===== src/rtl/core_insn_loader_pkg.sv =====
// Shared definitions for the per-core instruction loader.
//
// Holds the default bus/timing geometry of the scheduler->core load protocol
// and the loader state encoding. The numeric defaults here seed the module
// parameters of core_insn_loader and core_insn_loader_ptr.
package core_insn_loader_pkg;

    localparam int CIL_NUM_OF_CORES   = 4;
    localparam int CIL_INSN_LOAD_TIME = 4;   // bus parts per instruction frame
    localparam int CIL_INSN_BUS_WIDTH = 32;  // one part == one imem word
    localparam int CIL_LOAD_CNT_WIDTH = 2;   // clog2(CIL_INSN_LOAD_TIME)
    localparam int CIL_REG_WIDTH      = 8;
    localparam int CIL_IMEM_DEPTH     = 64;
    localparam int CIL_IMEM_AW        = $clog2(CIL_IMEM_DEPTH);

    // Loader state encoding; values are visible on debug taps, keep them fixed.
    typedef enum logic [1:0] {
        ST_IDLE   = 2'd0,
        ST_LOAD   = 2'd1,
        ST_LAUNCH = 2'd2,
        ST_RUN    = 2'd3
    } loader_state_t;

endpackage


===== src/rtl/core_insn_loader_ptr.sv =====
// Part counter, imem word pointer and overflow tracking for the loader.
//
// Ports:
//   clk, reset   core clock, asynchronous active-low reset
//   load_first   first part of a new load (pointer/counter restart at 0)
//   load_part    further part accepted while loading
//   part_cnt     index of the next expected part within the frame
//   word_ptr     imem address of the next part (valid while loading)
//   frame_cnt    completed frames in the current load
//   full         last imem word has been written; further parts are dropped
module core_insn_loader_ptr
    import core_insn_loader_pkg::*;
#(
    parameter int INSN_LOAD_TIME = CIL_INSN_LOAD_TIME,
    parameter int LOAD_CNT_WIDTH = CIL_LOAD_CNT_WIDTH,
    parameter int IMEM_DEPTH     = CIL_IMEM_DEPTH,
    parameter int IMEM_AW        = CIL_IMEM_AW
) (
    input  logic                      clk,
    input  logic                      reset,
    input  logic                      load_first,
    input  logic                      load_part,
    output logic [LOAD_CNT_WIDTH-1:0] part_cnt,
    output logic [IMEM_AW-1:0]        word_ptr,
    output logic [IMEM_AW-1:0]        frame_cnt,
    output logic                      full
);

    localparam logic [LOAD_CNT_WIDTH-1:0] PART_LAST = LOAD_CNT_WIDTH'(INSN_LOAD_TIME - 1);
    localparam logic [IMEM_AW-1:0]        PTR_LAST  = IMEM_AW'(IMEM_DEPTH - 1);

    logic [LOAD_CNT_WIDTH-1:0] part_cnt_reg;
    logic [LOAD_CNT_WIDTH-1:0] part_base;
    logic [IMEM_AW-1:0]        word_ptr_reg;
    logic [IMEM_AW-1:0]        ptr_base;
    logic [IMEM_AW-1:0]        frame_cnt_reg;
    logic [IMEM_AW-1:0]        frame_base;
    logic                      full_reg;
    logic                      full_base;
    logic                      part_wrap;
    logic                      ptr_last;
    logic                      advance;

    // A new load behaves as if all tracking state were zero, so the first
    // part is counted with the same arithmetic as every later one.
    always_comb begin
        advance    = load_first | load_part;
        part_base  = load_first ? '0 : part_cnt_reg;
        ptr_base   = load_first ? '0 : word_ptr_reg;
        frame_base = load_first ? '0 : frame_cnt_reg;
        full_base  = load_first ? 1'b0 : full_reg;
        part_wrap  = (part_base == PART_LAST);
        ptr_last   = (ptr_base == PTR_LAST);
    end

    always_ff @(posedge clk or negedge reset) begin
        if (!reset) begin
            part_cnt_reg  <= '0;
            word_ptr_reg  <= '0;
            frame_cnt_reg <= '0;
            full_reg      <= 1'b0;
        end else if (advance) begin
            part_cnt_reg  <= part_wrap ? '0 : part_base + LOAD_CNT_WIDTH'(1);
            frame_cnt_reg <= frame_base + IMEM_AW'(part_wrap);
            // Pointer parks on the last word instead of wrapping; parts past
            // it keep counting so frame alignment is preserved.
            full_reg      <= full_base | ptr_last;
            if (!full_base && !ptr_last) begin
                word_ptr_reg <= ptr_base + IMEM_AW'(1);
            end else begin
                word_ptr_reg <= ptr_base;
            end
        end
    end

    assign part_cnt  = part_cnt_reg;
    assign word_ptr  = word_ptr_reg;
    assign frame_cnt = frame_cnt_reg;
    assign full      = full_reg;

endmodule


===== src/rtl/core_insn_loader.sv =====
// Per-core receiving end of the scheduler->core instruction-load protocol.
//
// Assembles instruction frames into the core's imem, captures the initial
// R0, launches execution and drives the core's Ready bit.
//
// Ports:
//   clk, reset         core clock, asynchronous active-low reset
//   start              Start[CORE_ID] from the scheduler
//   insn_load_counter  part index accompanying insn_data
//   insn_data          one frame part
//   init_r0_vect       per-core "R0 present" flags
//   init_r0            all cores' R0 slices
//   ready              1 = idle/accepting, 0 = core running
//   imem_we/addr/wdata combinational imem write port (zero-latency writes)
//   r0_we, r0_value    initial R0 write into the core register file
//   exec_start         one-cycle pulse, core begins at PC 0
//   exec_done          core finished (pulse or level)
//   proto_err          sticky protocol/overflow error, cleared by reset only
//
// Build option: define LOADER_CNT_CHECK_EN to compare insn_load_counter
// against the internal part counter; a mismatch drops the part, flags
// proto_err and aborts the load. Without it insn_load_counter is ignored.
module core_insn_loader
    import core_insn_loader_pkg::*;
#(
    parameter int  CORE_ID        = 0,
    parameter int  NUM_OF_CORES   = CIL_NUM_OF_CORES,
    parameter int  INSN_LOAD_TIME = CIL_INSN_LOAD_TIME,
    parameter int  INSN_BUS_WIDTH = CIL_INSN_BUS_WIDTH,
    parameter int  LOAD_CNT_WIDTH = CIL_LOAD_CNT_WIDTH,
    parameter int  REG_WIDTH      = CIL_REG_WIDTH,
    parameter int  IMEM_DEPTH     = CIL_IMEM_DEPTH,
    localparam int IMEM_AW        = $clog2(IMEM_DEPTH)
) (
    input  logic                            clk,
    input  logic                            reset,
    input  logic                            start,
    input  logic [LOAD_CNT_WIDTH-1:0]       insn_load_counter,
    input  logic [INSN_BUS_WIDTH-1:0]       insn_data,
    input  logic [NUM_OF_CORES-1:0]         init_r0_vect,
    input  logic [NUM_OF_CORES*REG_WIDTH-1:0] init_r0,
    output logic                            ready,
    output logic                            imem_we,
    output logic [IMEM_AW-1:0]              imem_addr,
    output logic [INSN_BUS_WIDTH-1:0]       imem_wdata,
    output logic                            r0_we,
    output logic [REG_WIDTH-1:0]            r0_value,
    output logic                            exec_start,
    input  logic                            exec_done,
    output logic                            proto_err
);

    loader_state_t             state_reg, state_next;
    logic                      ready_reg, ready_next;
    logic                      r0_we_reg, r0_we_next;
    logic [REG_WIDTH-1:0]      r0_value_reg, r0_value_next;
    logic                      exec_start_reg, exec_start_next;
    logic                      proto_err_reg, proto_err_next;

    logic [LOAD_CNT_WIDTH-1:0] part_cnt;
    logic [LOAD_CNT_WIDTH-1:0] expected_part;
    logic [IMEM_AW-1:0]        word_ptr;
    logic [IMEM_AW-1:0]        frame_cnt;
    logic                      full;
    logic                      cnt_ok;
    logic                      load_first;
    logic                      load_part;
    logic                      unused_ok;

    // From IDLE the first part is always index 0, whatever the counter was
    // left at by an aborted load.
    assign expected_part = (state_reg == ST_IDLE) ? '0 : part_cnt;

`ifdef LOADER_CNT_CHECK_EN
    assign cnt_ok    = (insn_load_counter == expected_part);
    assign unused_ok = ^{init_r0_vect, init_r0, frame_cnt};
`else
    assign cnt_ok    = 1'b1;
    assign unused_ok = ^{init_r0_vect, init_r0, frame_cnt, insn_load_counter, expected_part};
`endif

    assign load_first = start && (state_reg == ST_IDLE) && cnt_ok;
    assign load_part  = start && (state_reg == ST_LOAD) && cnt_ok;

    core_insn_loader_ptr #(
        .INSN_LOAD_TIME (INSN_LOAD_TIME),
        .LOAD_CNT_WIDTH (LOAD_CNT_WIDTH),
        .IMEM_DEPTH     (IMEM_DEPTH),
        .IMEM_AW        (IMEM_AW)
    ) u_ptr (
        .clk        (clk),
        .reset      (reset),
        .load_first (load_first),
        .load_part  (load_part),
        .part_cnt   (part_cnt),
        .word_ptr   (word_ptr),
        .frame_cnt  (frame_cnt),
        .full       (full)
    );

    // Write port is combinational so the part lands in imem in the same
    // cycle it is on the bus. Gating with reset abandons an in-flight write
    // the moment reset asserts.
    assign imem_we    = reset && (load_first || (load_part && !full));
    assign imem_addr  = (state_reg == ST_IDLE) ? '0 : word_ptr;
    assign imem_wdata = insn_data;

    always_comb begin
        state_next      = state_reg;
        ready_next      = ready_reg;
        r0_we_next      = 1'b0;
        r0_value_next   = r0_value_reg;
        exec_start_next = 1'b0;
        proto_err_next  = proto_err_reg;

        case (state_reg)
            ST_IDLE: begin
                if (start) begin
                    if (cnt_ok) begin
                        state_next = ST_LOAD;
                        r0_we_next = init_r0_vect[CORE_ID];
                        if (init_r0_vect[CORE_ID]) begin
                            r0_value_next = init_r0[CORE_ID*REG_WIDTH +: REG_WIDTH];
                        end
                    end else begin
                        proto_err_next = 1'b1;
                    end
                end
            end
            ST_LOAD: begin
                if (start) begin
                    if (!cnt_ok) begin
                        proto_err_next = 1'b1;
                        state_next     = ST_IDLE;
                    end else if (full) begin
                        proto_err_next = 1'b1;   // part dropped, keep framing
                    end
                end else if (part_cnt == '0) begin
                    // Ready drops on the same edge exec_start rises.
                    state_next      = ST_LAUNCH;
                    exec_start_next = 1'b1;
                    ready_next      = 1'b0;
                end else begin
                    proto_err_next = 1'b1;       // partial frame: no launch
                    state_next     = ST_IDLE;
                end
            end
            ST_LAUNCH: begin
                state_next = ST_RUN;             // exec_done ignored here
                if (start) begin
                    proto_err_next = 1'b1;
                end
            end
            ST_RUN: begin
                if (start) begin
                    proto_err_next = 1'b1;
                end
                if (exec_done) begin
                    state_next = ST_IDLE;
                    ready_next = 1'b1;
                end
            end
            default: begin
                state_next = ST_IDLE;
                ready_next = 1'b1;
            end
        endcase
    end

    always_ff @(posedge clk or negedge reset) begin
        if (!reset) begin
            state_reg      <= ST_IDLE;
            ready_reg      <= 1'b1;
            r0_we_reg      <= 1'b0;
            r0_value_reg   <= '0;
            exec_start_reg <= 1'b0;
            proto_err_reg  <= 1'b0;
        end else begin
            state_reg      <= state_next;
            ready_reg      <= ready_next;
            r0_we_reg      <= r0_we_next;
            r0_value_reg   <= r0_value_next;
            exec_start_reg <= exec_start_next;
            proto_err_reg  <= proto_err_next;
        end
    end

    assign ready      = ready_reg;
    assign r0_we      = r0_we_reg;
    assign r0_value   = r0_value_reg;
    assign exec_start = exec_start_reg;
    assign proto_err  = proto_err_reg;

endmodule


===== config.mk =====
export PLATFORM = sky130hd
export DESIGN_NAME = core_insn_loader
export DESIGN_NICKNAME = d
export VERILOG_FILES = /design/src/rtl/core_insn_loader_pkg.sv /design/src/rtl/core_insn_loader_ptr.sv /design/src/rtl/core_insn_loader.sv
export SDC_FILE = /design/constraint.sdc
export NUM_CORES = 1
export LEC_CHECK = 0
export CAP_MARGIN = 20
export CORE_MARGIN = 2
export CORE_UTILIZATION = 60
export DETAILED_ROUTE_END_ITERATION = 12
export DONT_BUFFER_PORTS = 1
export PLACE_DENSITY = 0.73
export SETUP_SLACK_MARGIN = 0.15
export SYNTH_ARGS = -nofsm -noshare
export SYNTH_HDL_FRONTEND = slang
export SYNTH_SLANG_ARGS = --single-unit

===== constraint.sdc =====
create_clock -name clk -period 4.9 [get_ports clk]
set_input_delay 0.98 -clock clk [delete_from_list [all_inputs] [get_ports clk]]
set_output_delay 0.98 -clock clk [all_outputs]
set_load 0.005 [all_outputs]

==> flow_metrics.env <==
export IMPL_status="finished clean"
export IMPL_ant_nets=0
export IMPL_cts_buffers_inserted=3
export IMPL_antenna_found_initial=0
export IMPL_io_pin_count=125
export IMPL_cts_path_max_buffers=2
export IMPL_numPortBuffers=0
export IMPL_skew_ns=0.00958
export IMPL_tns_ns=0
export IMPL_syn_avg_cell_area_sq_um=10.2
export IMPL_cts_resized=0
export IMPL_cts_max_level=1
export IMPL_num_rows=17
export IMPL_avgRoutedWirePerCell_um=19.4
export IMPL_diodes=0
export IMPL_async_reset_ff_share_pct=100
export IMPL_required_ns=3.92
export IMPL_cpPeakStageDelay_ns=0.64
export IMPL_ys_seq_elements=23
export IMPL_ys_seq_area_share_pct=40.6
export IMPL_finalNetCount=181
export IMPL_synthCells=139
export IMPL_synth_area_sq_um=1420
export IMPL_yosys_warnings=0
export IMPL_cts_root_buffer="clkbuf_4"
export IMPL_clock_latency_ns=0.32
export IMPL_fin_total_pwr_uw=657
export IMPL_combPwrFrac_pct=33.4
export IMPL_p_clk_share_pct=13.7
export IMPL_cp_top_family="flip-flops"
export IMPL_start_util_pct=63.6
export IMPL_synth_distinct_cells=47
export IMPL_globalplace_congestion=0.850
export IMPL_hold_violations=0
export IMPL_p_int_uw=406
export IMPL_period_minus_slack_ns=2.49
export IMPL_dr_pass1_iters=4
export IMPL_grt_overflow_total=0
export IMPL_die_y_um=52.7
export IMPL_grt_total_usage_pct=19.8
export IMPL_min_period_over_period_pct=50.8
export IMPL_finalSetupViolations=0
export IMPL_end_kind="output port"
export IMPL_cts_reportedPaths_clkPinSlew_ns=0.13
export IMPL_drt_iter0_markers=34
export IMPL_switching_power_uw=250
export IMPL_n_fill_cell=212
export IMPL_p_leak_nw=0.499
export IMPL_postCtsSetupBuffers=0
export IMPL_crit_slowest_cell="dfrtp_1"
export IMPL_start_kind="flop"
export IMPL_irDropWorstVdd_mv=0.353
export IMPL_numClockSinks=23
export IMPL_multi_input_area_sq_um=541
export IMPL_drive_gt1_share_pct=21.0
export IMPL_cts_tree="built"
export IMPL_design_core_area_sq_um=2230
export IMPL_rsz0062_at_grt="no"
export IMPL_grt_pass1_wl_um=3970
export IMPL_vias_per_cell=6.63
export IMPL_path_max_fanout=13
export IMPL_max_slew_margin_pct=55.0
export IMPL_fmax_ghz=0.401
export IMPL_slew_violations=0
export IMPL_drc=0
export IMPL_die_area_sq_um=2770
export IMPL_grt_max_degree=25
export IMPL_die_w_um=52.7
export IMPL_synth_edf_count=0
export IMPL_final_seq_area_sq_um=577
export IMPL_maxCapViolations=0
export IMPL_powerDensity_nw_per_um2=547
export IMPL_tightest_slew_ns=0.666
export IMPL_largest_reg_flops=8
export IMPL_worst_setup_path_type="reg -> out"
export IMPL_ys_flop_type="dfrtp_1"
export IMPL_worstHoldPathType="in -> async"
export IMPL_cp_arrival_ns=1.51
export IMPL_crit_buf_inv=0
export IMPL_syn_nets=214
export IMPL_cts_hold_buf=0
export IMPL_finalWirelength_um=2580
export IMPL_hpwl_um=1920
export IMPL_grt_pass1_vias=847
export IMPL_area_delta_synth_final_pct=-15.4
export IMPL_p_seq_share_pct=52.9
export IMPL_num_vias=882
export IMPL_power_switching_share_pct=38.1
export IMPL_path_cells="and2b_2 > and3_1"
[metal layers]
metal	vias up	part of all wire [%]	track usage (%)
li1	383	-	-
met1	413	39	24.2
met2	60	41	29.0
met3	26	12	5.43
met4	0	8.0	15.8
met5	-	0	0
[final cells by class]
class | count | share of cell area, %
clock buffer | 3 | 1.88
clock inverter | 1 | 0.625
inverter | 5 | 1.56
multi-input combinational | 73 | 45.0
sequential | 23 | 48.0
tap | 28 | 2.92
[per-stage QoR]
step	utilization [%]	cells	setup slack [ns]	cell area [sq um]	hold WS, ns
floorplan	-	139	2.28	1420	0.448
global placement	52.4	129	2.38	1170	0.473
detailed placement	52.4	129	2.36	1170	0.498
CTS	53.8	133	2.42	1200	0.324
global route	53.8	133	2.34	1200	0.294
finish	53.8	133	2.41	1200	0.330
[Yosys cell counts, drive strengths merged (2+ instances only)]
| master | n | area share, % |
|---|---|---|
| buf | 36 | 19 |
| dfrtp | 22 | 39 |
| mux2 | 8 | 6.3 |
| nand2 | 7 | 1.9 |
| nor2 | 6 | 1.6 |
| inv | 5 | 1.3 |
| nor2b | 5 | 2.2 |
| o21ai | 5 | 1.8 |
| and2 | 4 | 1.9 |
| a21oi | 3 | 1.1 |
| nand3 | 3 | 1.1 |
| and3 | 2 | 0.88 |
| clkbuf | 2 | 0.62 |
| nand2b | 2 | 1.1 |
| nor3b | 2 | 1.9 |
| o2111ai | 2 | 1.2 |
[path summary, 6_finish.rpt]
| check | endpoint | slack, ns | cells past startpoint |
|---|---|---|---|
| min | exec_start$_DFF_PN0_ | 0.33 | 0 |
| max in group asynchronous | ready$_DFFE_PN1P_ | 4.40 | 0 |
| max reg2reg | u_ptr.word_ptr[1]$_DFFE_PN0P_ | 2.71 | 6 |
| min in group clk | u_ptr.part_cnt[1]$_DFFE_PN0P_ | 0.52 | 1 |
| min reg2reg | u_ptr.part_cnt[1]$_DFFE_PN0P_ | 0.52 | 1 |
| max | imem_we | 2.41 | 2 |
[power by group through the flow]
stage                     combinational (mW)  sequential (mW)  clock, mW
after global placement                 0.210            0.347          0
after floorplan                        0.234            0.316          0
after CTS                              0.222            0.347     0.0930
after detailed placement               0.221            0.351          0
after global routing                   0.247            0.361      0.104
final                                  0.219            0.347     0.0902
[kinds of logic (layout without fill, tap and decap cells)]
group | Yosys count | in the layout | share of synthesized area [%]
simple gates | 41 | 41 | 18.5
compound gates | 22 | 22 | 11.7
flops | 23 | 23 | 40.6
xor+xnor | 1 | 1 | 0.617
buf+inv | 43 | 9 | 21.3
mux | 8 | 8 | 6.34
fa+ha+maj | 1 | 1 | 0.881
[cells in the final DEF, fill, tap and decap left out, types with 3 or more instances in the layout]
cell type,count
nand3_1,3
mux2_2,8
inv_1,5
dfrtp_1,22
clkbuf_4,3
nand2_1,7
nor2b_1,5
o21ai_0,5
a21oi_1,3
nor2_1,6
(Power assumes the default switching activity.)
